<file path="src/rtl/vin_pkg.sv">
// Shared types for the video-input timing lock block.
//   VIN_CNT_W    : default width of timing counters and measurement fields
//   vin_state_e  : lock FSM states
//   vin_timing_t : one frame's raster timing (reference, candidate, published)
package vin_pkg;

  localparam int unsigned VIN_CNT_W = 12;

  typedef enum logic [1:0] {
    SEARCH  = 2'd0,
    MEASURE = 2'd1,
    TRACK   = 2'd2
  } vin_state_e;

  typedef struct packed {
    logic [VIN_CNT_W-1:0] hact;
    logic [VIN_CNT_W-1:0] htotal;
    logic [VIN_CNT_W-1:0] vact;
    logic [VIN_CNT_W-1:0] vtotal;
  } vin_timing_t;

endpackage

</file>
<file path="src/rtl/vin_edge_det.sv">
// Registers a sync input once and flags its rising edge.
//   clk, rst_n : pixel clock, async active-low reset
//   d          : raw sync input
//   q          : registered copy of d
//   rise       : high for one cycle when q goes 0->1 (one cycle after d)
module vin_edge_det (
  input  logic clk,
  input  logic rst_n,
  input  logic d,
  output logic q,
  output logic rise
);

  logic cur_q, cur_d;
  logic prev_q, prev_d;

  always_comb begin
    cur_d  = d;
    prev_d = cur_q;
  end

  always_ff @(posedge clk or negedge rst_n) begin
    if (!rst_n) begin
      cur_q  <= 1'b0;
      prev_q <= 1'b0;
    end else begin
      cur_q  <= cur_d;
      prev_q <= prev_d;
    end
  end

  assign q    = cur_q;
  assign rise = cur_q & ~prev_q;

endmodule

</file>
<file path="src/rtl/vin_timing_lock.sv">
// Measures incoming raster timing per frame, declares lock after LOCK_FRAMES
// identical frames and passes vsync/de downstream only while locked.
//   clk, rst_n          : pixel clock (2 pixels/clock), async active-low reset
//   v_vsync/v_hsync/v_de/v_pixel : video from the input stage
//   o_vsync/o_de        : registered, gated by lock
//   o_hsync/o_pixel     : registered, ungated
//   t_hact/t_htotal/t_vact/t_vtotal : timing of last locked frame
//   locked, timing_err  : lock status, one-cycle pulse on loss/mismatch
// The timing record fields are VIN_CNT_W wide; CNT_W must match it.
module vin_timing_lock import vin_pkg::*; #(
  parameter int unsigned CNT_W       = VIN_CNT_W,
  parameter int unsigned LOCK_FRAMES = 3
) (
  input  logic             clk,
  input  logic             rst_n,
  input  logic             v_vsync,
  input  logic             v_hsync,
  input  logic             v_de,
  input  logic [47:0]      v_pixel,
  output logic             o_vsync,
  output logic             o_hsync,
  output logic             o_de,
  output logic [47:0]      o_pixel,
  output logic [CNT_W-1:0] t_hact,
  output logic [CNT_W-1:0] t_htotal,
  output logic [CNT_W-1:0] t_vact,
  output logic [CNT_W-1:0] t_vtotal,
  output logic             locked,
  output logic             timing_err
);

  localparam logic [CNT_W-1:0] CNT_MAX   = '1;
  localparam logic [3:0]       MATCH_MAX = 4'(LOCK_FRAMES);

  function automatic logic [CNT_W-1:0] sat_inc(input logic [CNT_W-1:0] v);
    return (v == CNT_MAX) ? v : v + 1'b1;
  endfunction

  logic hs_q, hs_rise, vs_q, vs_rise;

  vin_edge_det u_hs_det (.clk(clk), .rst_n(rst_n), .d(v_hsync), .q(hs_q), .rise(hs_rise));
  vin_edge_det u_vs_det (.clk(clk), .rst_n(rst_n), .d(v_vsync), .q(vs_q), .rise(vs_rise));

  logic             de_q, de_d;
  logic [47:0]      pix_q, pix_d;
  logic [CNT_W-1:0] h_cnt_q, h_cnt_d, de_cnt_q, de_cnt_d;
  logic [CNT_W-1:0] vact_q, vact_d, line_cnt_q, line_cnt_d;
  logic [CNT_W-1:0] first_hact_q, first_hact_d, htotal_q, htotal_d;
  logic             bad_q, bad_d;
  vin_state_e       state_q, state_d;
  vin_timing_t      ref_q, ref_d, t_q, t_d, cand;
  logic [3:0]       match_q, match_d;
  logic             locked_q, locked_d, err_q, err_d;

  // Post-line-close values, so a coincident vsync sees the updated counts.
  logic [CNT_W-1:0] line_htotal, line_hact, vact_ln, line_cnt_ln, first_hact_ln, htotal_ln;
  logic             bad_ln, h_loss, cand_ok;

  always_comb begin
    de_d  = v_de;
    pix_d = v_pixel;

    // Line stage
    h_cnt_d       = sat_inc(h_cnt_q);
    de_cnt_d      = de_q ? sat_inc(de_cnt_q) : de_cnt_q;
    line_htotal   = '0;
    line_hact     = '0;
    vact_ln       = vact_q;
    line_cnt_ln   = line_cnt_q;
    first_hact_ln = first_hact_q;
    htotal_ln     = htotal_q;
    bad_ln        = bad_q;
    h_loss        = 1'b0;
    if (hs_rise) begin
      line_htotal = sat_inc(h_cnt_q);
      line_hact   = de_cnt_d;  // DE in the rise cycle belongs to the closing line
      htotal_ln   = line_htotal;
      if (line_hact != '0) begin
        if (vact_q == '0) first_hact_ln = line_hact;
        else if (line_hact != first_hact_q) bad_ln = 1'b1;
        vact_ln = sat_inc(vact_q);
      end
      line_cnt_ln = sat_inc(line_cnt_q);
      h_cnt_d     = '0;
      de_cnt_d    = '0;
    end else begin
      h_loss = (h_cnt_d == CNT_MAX);
    end
    if (h_cnt_d == CNT_MAX || de_cnt_d == CNT_MAX || line_htotal == CNT_MAX ||
        line_hact == CNT_MAX || vact_ln == CNT_MAX || line_cnt_ln == CNT_MAX)
      bad_ln = 1'b1;

    cand.hact   = first_hact_ln;
    cand.htotal = htotal_ln;
    cand.vact   = vact_ln;
    cand.vtotal = line_cnt_ln;
    cand_ok     = (cand.hact != '0) && (cand.htotal != '0) &&
                  (cand.vact != '0) && (cand.vtotal != '0);

    // Frame stage
    vact_d       = vact_ln;
    line_cnt_d   = line_cnt_ln;
    first_hact_d = first_hact_ln;
    htotal_d     = htotal_ln;
    bad_d        = bad_ln;
    if (vs_rise) begin
      vact_d       = '0;
      line_cnt_d   = '0;
      first_hact_d = '0;
      htotal_d     = '0;
      bad_d        = 1'b0;
    end

    // Lock FSM
    state_d  = state_q;
    ref_d    = ref_q;
    match_d  = match_q;
    locked_d = locked_q;
    t_d      = t_q;
    err_d    = 1'b0;
    unique case (state_q)
      SEARCH: if (vs_rise) state_d = MEASURE;
      MEASURE: begin
        if (vs_rise && !bad_ln && cand_ok) begin
          ref_d   = cand;
          match_d = '0;
          state_d = TRACK;
        end
      end
      TRACK: begin
        if (h_loss) begin
          locked_d = 1'b0;
          err_d    = 1'b1;
          match_d  = '0;
          state_d  = SEARCH;
        end else if (vs_rise) begin
          if (!bad_ln && cand == ref_q) begin
            if (match_q != MATCH_MAX) match_d = match_q + 4'd1;
            if (match_d == MATCH_MAX) begin
              locked_d = 1'b1;
              t_d      = cand;
            end
          end else begin
            ref_d    = cand;
            match_d  = '0;
            locked_d = 1'b0;
            err_d    = 1'b1;
          end
        end
      end
      default: state_d = SEARCH;
    endcase
  end

  always_ff @(posedge clk or negedge rst_n) begin
    if (!rst_n) begin
      de_q         <= 1'b0;
      pix_q        <= '0;
      h_cnt_q      <= '0;
      de_cnt_q     <= '0;
      vact_q       <= '0;
      line_cnt_q   <= '0;
      first_hact_q <= '0;
      htotal_q     <= '0;
      bad_q        <= 1'b0;
      state_q      <= SEARCH;
      ref_q        <= '0;
      t_q          <= '0;
      match_q      <= '0;
      locked_q     <= 1'b0;
      err_q        <= 1'b0;
    end else begin
      de_q         <= de_d;
      pix_q        <= pix_d;
      h_cnt_q      <= h_cnt_d;
      de_cnt_q     <= de_cnt_d;
      vact_q       <= vact_d;
      line_cnt_q   <= line_cnt_d;
      first_hact_q <= first_hact_d;
      htotal_q     <= htotal_d;
      bad_q        <= bad_d;
      state_q      <= state_d;
      ref_q        <= ref_d;
      t_q          <= t_d;
      match_q      <= match_d;
      locked_q     <= locked_d;
      err_q        <= err_d;
    end
  end

  // vs_q/de_q and locked_q load on the same edge, so this equals a
  // register of (input & next lock state).
  assign o_vsync    = vs_q & locked_q;
  assign o_de       = de_q & locked_q;
  assign o_hsync    = hs_q;
  assign o_pixel    = pix_q;
  assign t_hact     = t_q.hact;
  assign t_htotal   = t_q.htotal;
  assign t_vact     = t_q.vact;
  assign t_vtotal   = t_q.vtotal;
  assign locked     = locked_q;
  assign timing_err = err_q;

endmodule

</file>
<file path="config.mk">
export PLATFORM = sky130hd
export DESIGN_NAME = vin_timing_lock
export DESIGN_NICKNAME = d
export VERILOG_FILES = /design/src/rtl/vin_pkg.sv /design/src/rtl/vin_edge_det.sv /design/src/rtl/vin_timing_lock.sv
export SDC_FILE = /design/constraint.sdc
export NUM_CORES = 1
export LEC_CHECK = 0
export CAP_MARGIN = 0
export CELL_PAD_IN_SITES_DETAIL_PLACEMENT = 2
export CELL_PAD_IN_SITES_GLOBAL_PLACEMENT = 2
export CORE_ASPECT_RATIO = 0.8
export CORE_UTILIZATION = 39
export DETAILED_ROUTE_END_ITERATION = 6
export PLACE_DENSITY = 0.83
export SYNTH_ARGS = -nofsm -noshare
export SYNTH_HDL_FRONTEND = slang
export SYNTH_SLANG_ARGS = --single-unit
</file>
<file path="constraint.sdc">
create_clock -name clk -period 11.8 [get_ports clk]
set_clock_uncertainty 0.1 [all_clocks]
set_input_delay 2.95 -clock clk [delete_from_list [all_inputs] [get_ports clk]]
set_output_delay 2.95 -clock clk [all_outputs]
set_load 0.03 [all_outputs]
</file>
# [Yosys cells after proc, flatten, opt, wreduce, memory -nomap -nowiden]
# Index checks and enable logic that the tools add are counted.
[totals] reg_bits=230 in_bits=53 elab_cells=142
[classes] addsub=5 reduce_logical=26 n_mux=54 n_eq_ne=25 bitwise=7
[ops] op="12-bit two-way mux" n=20
[ops] op="48-bit two-way mux" n=4
[ops] op="12-bit equality test (second input constant)" n=11
[ops] op="48-bit case mux with 2 select lines" n=1
[ops] op="12-bit nonzero test" n=5
[ops] op="12-bit by 1-bit adder with 12-bit output (second input constant)" n=4
[ops] op="48-bit equality test" n=1
[ops] op="4-bit two-way mux" n=9
[ops] op="1-bit two-way mux" n=15
[ops] op="12-bit zero test" n=1
[ops] op="12-bit != test" n=1
[ops] op="2-bit != test (second input constant)" n=6
[ops] op="5-bit AND reduction" n=2
[ops] op="3-bit AND reduction" n=3
[ops] op="4-bit case mux with 2 select lines" n=1
[ops] op="1-bit logical AND" n=6
[ops] op="2-bit two-way mux" n=3
[ops] op="2-bit case mux with 3 select lines" n=1
[ops] op="1-bit logical OR" n=5
[ops] op="4-bit by 1-bit adder with 4-bit output (second input constant)" n=1
[ops] op="1-bit AND" n=4
[ops] op="4-bit by 2-bit equality test with 1-bit output (second input constant)" n=1
[ops] op="4-bit by 2-bit != test with 1-bit output (second input constant)" n=1
[ops] op="2-bit nonzero test" n=2
[ops] op="other kinds (7)" n=9

# [Depth between registers and ports, before layout]
# Gate-level depths: netlist of run 1.
[logic_depth] word_depth=22 mapped_depth=18 depth_no_buf=14

# [Modules after synthesis]
# From an unflattened synthesis of run 1, not the netlist that was laid out.
[hier_totals] cells_unflattened=1172 area_unflattened_um2=12284.3
[by_module_without_submodules] module="vin_timing_lock" cells_per_inst=1166 area_per_inst_um2=12156.7 n_inst=1
[by_module_without_submodules] module="vin_edge_det" cells_per_inst=3 area_per_inst_um2=63.8 n_inst=2

# [Worst setup path after synthesis of run 1]
# Ideal clock, no wire load.
[synth_path] path_kind="reg2reg" startpoint="register de_cnt_q[0]" endpoint="register ref_q[3] (netlist name)" arrival_ns=4.554 required_time_ns=11.572 path_stages_with_launch=16 setup_slack_ns=7.018 path_cell_list="dfrtp_1 ha_1 nand4_4 nor4_1 a311oi_1 nand4_1 nor3_4 nor2_1 a311oi_1 o41ai_2 or4_1 o21a_1 a2111oi_4 buf_6 buf_6 mux2_1"
[synth_via] elab_chain_len=16 elab_cells_between_ends=39
[synth_lines] element="start: declaration" line_no="vin_timing_lock.sv:46" rtl="logic [CNT_W-1:0] h_cnt_q, h_cnt_d, de_cnt_q, de_cnt_d;"
[synth_lines] element="start signal: assignment" line_no="vin_timing_lock.sv:176" rtl="de_cnt_q <= de_cnt_d;"
[synth_lines] element="12-bit by 1-bit adder with 12-bit output / 12-bit equality test (equally long branches)" line_no="vin_timing_lock.sv:36" rtl="return (v == CNT_MAX) ? v : v + 1'b1;"
[synth_lines] element="12-bit two-way mux" line_no="vin_timing_lock.sv:36"
[synth_lines] element="12-bit two-way mux (*)" line_no="vin_timing_lock.sv:65" rtl="de_cnt_d = de_q ? sat_inc(de_cnt_q) : de_cnt_q;"
[synth_lines] element="parallel branches: the longest is 12 deep, another holds 12-bit nonzero test"
[synth_lines] element="5-bit AND reduction (no line) (*)"
[synth_lines] element="end signal: assignment" line_no="vin_timing_lock.sv:183" rtl="ref_q <= ref_d;"
[synth_lines] element="end: declaration" line_no="vin_timing_lock.sv:51" rtl="vin_timing_t ref_q, ref_d, t_q, t_d, cand;"
# Every way passes the cells marked *.
# A chain may end at the register's enable or synchronous reset.

# [Final worst setup path of run 1]
[layout_path] startpoint="register de_cnt_q[0]" endpoint="register t_q, in the netlist t_htotal[8]"
[layout_via] elab_chain_len=14 elab_cells_between_ends=30
[layout_lines] element="12-bit by 1-bit adder with 12-bit output / 12-bit equality test (equally long branches)" line_no="vin_timing_lock.sv:36"
[layout_lines] element="12-bit two-way mux" line_no="vin_timing_lock.sv:36"
[layout_lines] element="12-bit two-way mux (*)" line_no="vin_timing_lock.sv:65"
[layout_lines] element="parallel branches: the longest is 9 deep, another holds 12-bit nonzero test"
[layout_lines] element="1-bit logical AND (*)" line_no="vin_timing_lock.sv:137" rtl="if (!bad_ln && cand == ref_q) begin"
[layout_lines] element="5-bit AND reduction (no line) (*)"
[layout_lines] element="end signal: assignment" line_no="vin_timing_lock.sv:184" rtl="t_q <= t_d;"
[layout_lines] element="end: declaration" line_no="vin_timing_lock.sv:51"
# Marked as above.

==> impl_metrics.tcl, run 1 <==
set metrics [dict create \
    hold_viol 0 \
    ff2ff_path_depth 14 \
    grt_pass1_vias 11300 \
    synthesis.area_um2 12130 \
    min_period_over_period 0.5627 \
    ys_types 79 \
    drive_above_1_share 0.1163 \
    start_util 0.3985 \
    yosysTopAreaCell "dfrtp_1" \
    r2r_slack_ps 5160 \
    fin_total_pwr_mw 2.509 \
    tightest_slew_ps 1190 \
    ir_worst_vdd_mv 0.1244 \
    ys_ff_latch 230 \
    antenna_found_initial 1 \
    clk_latency_ps 570 \
    cts.clk_slew.worst_paths_ps 60 \
    clock_sinks 230 \
    die_y_um 159.8 \
    placed_cell_area_um2 14050 \
    status "completed" \
    netlist_top_cells_area "dfrtp_1, mux2_2, xnor2_1, nor2_1, nand2_1" \
    root_buffer "clkbuf_16" \
    die_w_um 199.2 \
    finalSetupTns_ps 0 \
    synth_edf_count 0 \
    syn2layout_area_growth_pct 23.41 \
    cts_setup_buffers 0 \
    fp.dieArea_um2 31830 \
    drt-total-wl_um 42280 \
    cts_buffers 27 \
    htree_levels 1 \
    yosysSeqAreaShare 0.4743 \
    wire_per_inst_um 24.10 \
    num_vias 10220 \
    drv_cap 0 \
    yosys-top-cells-count "dfrtp_1, nor2_1, nand2_1" \
    holdPathStages 0 \
    clockBufferDepth 3 \
    hold_buffers 0 \
    grt-ovfl-total 0 \
    setup_viol 0 \
    period_minus_slack_ps 6639 \
    via_per_inst 5.827 \
    drc 0 \
    grt_pass1_wl_um 67010 \
    gp_congestion 0.8791 \
    num_rows 57 \
    netlist.area_leader.share 0.4743 \
    end_kind "flip-flop" \
    worstReg2RegStart "de_cnt_q[0]$_DFF_PN0_" \
    path_max_fanout 41 \
    ys.warnings.count 0 \
    timing.fmax_mhz 150.6 \
    cts_resized 0 \
    regToRegEndpoint "t_htotal[8]$_DFFE_PN0P_" \
    io_buffer_count 153 \
    power_leakage_nw 6.552 \
    grt_start_max_net_pins 146 \
    min_path_type "flip-flop to flip-flop" \
    dr.pass1.iters 5 \
    required_ps 12140 \
    slew_viol_final 0 \
    io_pins 154 \
    arrival_ps 6980 \
    hold-path-endpoint "u_vs_det.prev_q$_DFF_PN0_" \
    async_reset_ff_frac 1.000 \
    syn_inst 1188 \
    drt_iter0_drc 540 \
    rsz0062_at_grt "no" \
    crit_type "flip-flop to flip-flop" \
    synth_area_per_cell_um2 10.21 \
    synthFlopType "dfrtp_1" \
    startpoint_type "flip-flop" \
    fp.coreArea_um2 30450 \
    p_per_area_nw_per_um2 167.6 \
    synth.most_common_cell "dfrtp_1" \
    grt_usage 0.2730 \
    layout.nets 1386 \
    ant_nets 0 \
    cts_tree "yes" \
    hpwl_um 29540 \
    syn_nets 1252 \
    final_area_um2 14970 \
    antenna_cells 0 \
    hold_path_startpoint "u_vs_det.q$_DFF_PN0_" \
    relSlewSlack 0.2015 \
]
==> logic make-up after synthesis <==
logic type / synth area share
compound gates: 0.1183
xor+xnor: 0.05712
fa+ha+maj: 0.01134
buf+inv: 0.03660
flops: 0.4743
mux: 0.1032
simple gates: 0.1991
==> critical path, stage by stage (launching register included) <==
cell and delay [ps]:
dfrtp_1 460, ha_1 340, nand4_4 200, o21ai_0 100, mux2i_1 850, and3_1 900, nand3_1 560, nand2_1 330
xor2_1 340, o41ai_2 150, a2111oi_1 660, and3_1 290, nand3_2 280, buf_4 460, mux2_1 440
==> routing by layer <==
layer  wire (µm)  vias up  global-route usage  part of all wire
met2       20830      225              0.4568              0.49
met1       18480     5334              0.3608              0.44
met4        1151        2             0.08007             0.027
li1            -     4589                   -                 -
met5          15        -                   0           0.00035
met3        1804       70             0.04625             0.043
==> placed cells by master (no fill, tap or decap), drive strengths merged, types with 6 or more instances in the layout <==
master / n
nor3: 35
and2: 37
clkdlybuf4s50: 152
dfrtp: 230
o31ai: 7
ha: 11
nand2b: 12
clkinv: 6
nor2: 100
a311oi: 7
or3: 15
nand4: 37
nor2b: 10
xnor2: 47
nand2: 78
xor2: 27
and4: 13
clkbuf: 40
o21ai: 53
a21o: 12
nand3: 42
buf: 21
or4: 12
a2111oi: 6
o22ai: 6
and3: 12
o2111ai: 6
a21oi: 27
nand4b: 6
a31oi: 11
mux2i: 25
inv: 36
mux2: 89
nor4: 27
==> per-stage QoR <==
step | utilization | worst slack, ps | instances | hold WS, ps
floorplan | - | 7018 | 1188 | 280.2
global placement | 0.4614 | 5619 | 1706 | 306.2
detailed placement | 0.4614 | 5267 | 1706 | 310.8
CTS | 0.4917 | 5231 | 1754 | 339.4
global route | 0.4917 | 4781 | 1754 | 353.8
finish | 0.4917 | 5161 | 1754 | 327.0
==> power breakdown <==
group          internal (mW)  switching [mW]
Sequential             0.846          0.0795
Clock                  0.520           0.346
Combinational          0.280           0.437
==> final cells by class <==
type,instances,area [µm²]
timing repair buffer,173,1699
sequential,230,5756
multi-input combinational,854,5944
tap,413,516.7
fill,3140,15480
clock buffer,40,814.5
clock inverter,8,108.9
inverter,36,135.1
==> how the worst max path moves through the flow <==
stage                                startpoint                      end  slack (ps)  cells after the start
after floorplan           de_cnt_q[0]$_DFF_PN0_     ref_q[3]$_DFFE_PN0P_        7020                     15
after global placement           de_q$_DFF_PN0_    t_hact[4]$_DFFE_PN0P_        5620                     13
after detailed placement  de_cnt_q[0]$_DFF_PN0_  t_htotal[8]$_DFFE_PN0P_        5270                     14
after CTS                 de_cnt_q[0]$_DFF_PN0_  t_htotal[8]$_DFFE_PN0P_        5230                     14
after global routing             de_q$_DFF_PN0_  t_htotal[8]$_DFFE_PN0P_        4780                     13
final                     de_cnt_q[0]$_DFF_PN0_  t_htotal[8]$_DFFE_PN0P_        5160                     14
(Power assumes the default switching activity.)
==> run 2: changes to the inputs <==
--- a/config.mk
+++ b/config.mk
@@ -9,9 +9,9 @@
 export CELL_PAD_IN_SITES_DETAIL_PLACEMENT = 2
 export CELL_PAD_IN_SITES_GLOBAL_PLACEMENT = 2
 export CORE_ASPECT_RATIO = 0.8
-export CORE_UTILIZATION = 39
+export CORE_UTILIZATION = 36
 export DETAILED_ROUTE_END_ITERATION = 6
-export PLACE_DENSITY = 0.83
+export PLACE_DENSITY = 0.77
 export SYNTH_ARGS = -nofsm -noshare
 export SYNTH_HDL_FRONTEND = slang
 export SYNTH_SLANG_ARGS = --single-unit
==> constraint.sdc (replaced) <==
create_clock -name clk -period 6.6 [get_ports clk]
set_clock_uncertainty 0.1 [all_clocks]
set_input_delay 1.65 -clock clk [delete_from_list [all_inputs] [get_ports clk]]
set_output_delay 1.65 -clock clk [all_outputs]
set_load 0.03 [all_outputs]
==> run 2 against run 1 <==
Total power grew 85%. Die area grew 8.2%. Routed wire length grew 0.48%. Cell count grew 1.1%. Setup slack lost 4400 ps. Global-route usage shrank 2.3 points. Hold slack lost 1.4 ps. Via count shrank 0.17%.
==> impl_metrics.tcl, run 2 (same netlist as run 1, synthesis figures left out) <==
set metrics [dict create \
    grt_usage 0.2496 \
    cts_buffers 26 \
    relSlewSlack 0.2398 \
    fp.coreArea_um2 32850 \
    layout_commonest_cell "dfrtp_1" \
    rsz0062_at_grt "no" \
    holdPathStages 0 \
    period_minus_slack_ps 5818 \
    hpwl_um 30130 \
    fill_cells 3379 \
    min_path_type "flip-flop to flip-flop" \
    die_w_um 207.3 \
    p_per_area_nw_per_um2 306.9 \
    met1_usage 0.3345 \
    ir_worst_vdd_mv 0.2141 \
    drv_cap 0 \
    num_rows 59 \
    grt.met3_usage 0.03669 \
    cts_setup_buffers 0 \
    drt_iter0_drc 631 \
    fp.dieArea_um2 34450 \
    antenna_cells 0 \
    final_cell_mix "dfrtp_1, clkdlybuf4s50_1, nor2_1, nand2_1, mux2_2" \
    tightest_slew_ps 1130 \
    end_kind "flip-flop" \
    cts_tree "yes" \
    fin_cells 1773 \
    dr.pass1.iters 5 \
    slew_viol_final 0 \
    timing.fmax_mhz 171.9 \
    multi_input_area_um2 5944 \
    post-place-ws_ps 917.0 \
    num_vias 10200 \
    layout.nets 1391 \
    required_ps 6940 \
    final-seq-area_um2 5756 \
    fin_ws_ps 782.0 \
    drive_above_1_share 0.1226 \
    hold_buffers 0 \
    io_buffer_count 153 \
    grt_start_max_net_pins 114 \
    gp_congestion 0.8670 \
    cts.clk_slew.worst_paths_ps 70 \
    cts_resized 0 \
    status "completed" \
    path_max_fanout 48 \
    dpl.cell_count 1726 \
    hold_viol 0 \
    syn2layout_area_growth_pct 24.63 \
    io_pins 154 \
    start_util 0.3694 \
    grt_pass1_vias 11220 \
    drc 0 \
    ff2ff_path_depth 14 \
    clk_latency_ps 580 \
    grt-ovfl-total 0 \
    via_per_inst 5.755 \
    grt_pass1_wl_um 67610 \
    htree_levels 1 \
    finalSetupTns_ps 0 \
    busiest_layer "met2" \
    drt-total-wl_um 42480 \
    root_buffer "clkbuf_16" \
    clockBufferDepth 3 \
    startpoint_type "flip-flop" \
    grt_util_met2 0.4273 \
    power_leakage_nw 6.600 \
    crit_type "flip-flop to flip-flop" \
    min_period_over_period 0.8815 \
    antenna_found_initial 0 \
    setup_viol 0 \
    ant_nets 0 \
    arrival_ps 6160 \
    clock_sinks 230 \
    die_y_um 166.2 \
    wire_per_inst_um 23.96 \
]
## run 2: cell count changes in the layout (fill, tap and decap cells not counted)
cell | previous run | this run
clkinvlp_4 | 0 | 3
clkbuf_1 | 4 | 0
inv_8 | 0 | 1
inv_16 | 1 | 0
clkbuf_8 | 9 | 7
buf_4 | 19 | 25
clkinv_2 | 4 | 2
bufinv_16 | 2 | 6
clkbuf_16 | 27 | 26
clkinv_16 | 0 | 1
## run 2: path summary, 6_finish.rpt
kind | from | endpoint | slack [ps]
setup / recovery | de_cnt_q[0]$_DFF_PN0_ | ref_q[45]$_DFFE_PN0P_ | 780
setup reg to reg | de_cnt_q[0]$_DFF_PN0_ | ref_q[45]$_DFFE_PN0P_ | 780
hold reg to reg | u_vs_det.q$_DFF_PN0_ | u_vs_det.prev_q$_DFF_PN0_ | 330
min in group asynchronous | rst_n | o_pixel[23]$_DFF_PN0_ | 1000
max in group asynchronous | rst_n | ref_q[13]$_DFFE_PN0P_ | 4120
hold / removal | u_vs_det.q$_DFF_PN0_ | u_vs_det.prev_q$_DFF_PN0_ | 330
## run 2: critical path: stages (launching register included)
cell	delay [ps]
dfrtp_1	460
ha_1	360
nand4_4	220
o41ai_4	540
mux2i_1	170
nor3_1	520
nand2_1	640
o221ai_1	600
nand4b_1	180
o41ai_2	310
a2111oi_1	160
and4_4	270
a2111oi_4	380
buf_12	350
mux2_2	380
## run 2: power breakdown
part | switching, mW | internal [mW] | total, mW
Sequential | 0.141 | 1.51 | 1.65
Combinational | 0.780 | 0.518 | 1.30
Clock | 0.648 | 1.04 | 1.69
Total | 1.57 | 3.07 | 4.64
## run 2: layout make-up
type | count | share of cell area
Multi-Input combinational cell | 854 | 0.3931
Sequential cell | 230 | 0.3806
Timing Repair Buffer | 179 | 0.1153
Clock buffer | 33 | 0.04939
Tap cell | 427 | 0.03533
Clock inverter | 14 | 0.01737
Inverter | 36 | 0.008935
## run 2: metrics by stage
step	power [mW]	utilization	cell area [µm²]	hold slack [ps]
2_1_floorplan	2.484	-	12130	280.2
3_3_place_gp	2.891	0.4296	14110	303.3
3_5_place_dp	2.948	0.4296	14110	312.1
4_1_cts	4.680	0.4604	15120	328.9
5_1_grt	4.836	0.4604	15120	351.2
6_report	4.641	0.4604	15120	325.6
## run 2: per-layer routing
| metal | up-vias | part of all wire | routed length, µm |
|---|---|---|---|
| met3 | 53 | 0.045 | 1903 |
| met2 | 239 | 0.49 | 20740 |
| met5 | - | 0 | 0 |
| met4 | 0 | 0.019 | 796 |
| met1 | 5329 | 0.45 | 19040 |
| li1 | 4582 | - | - |
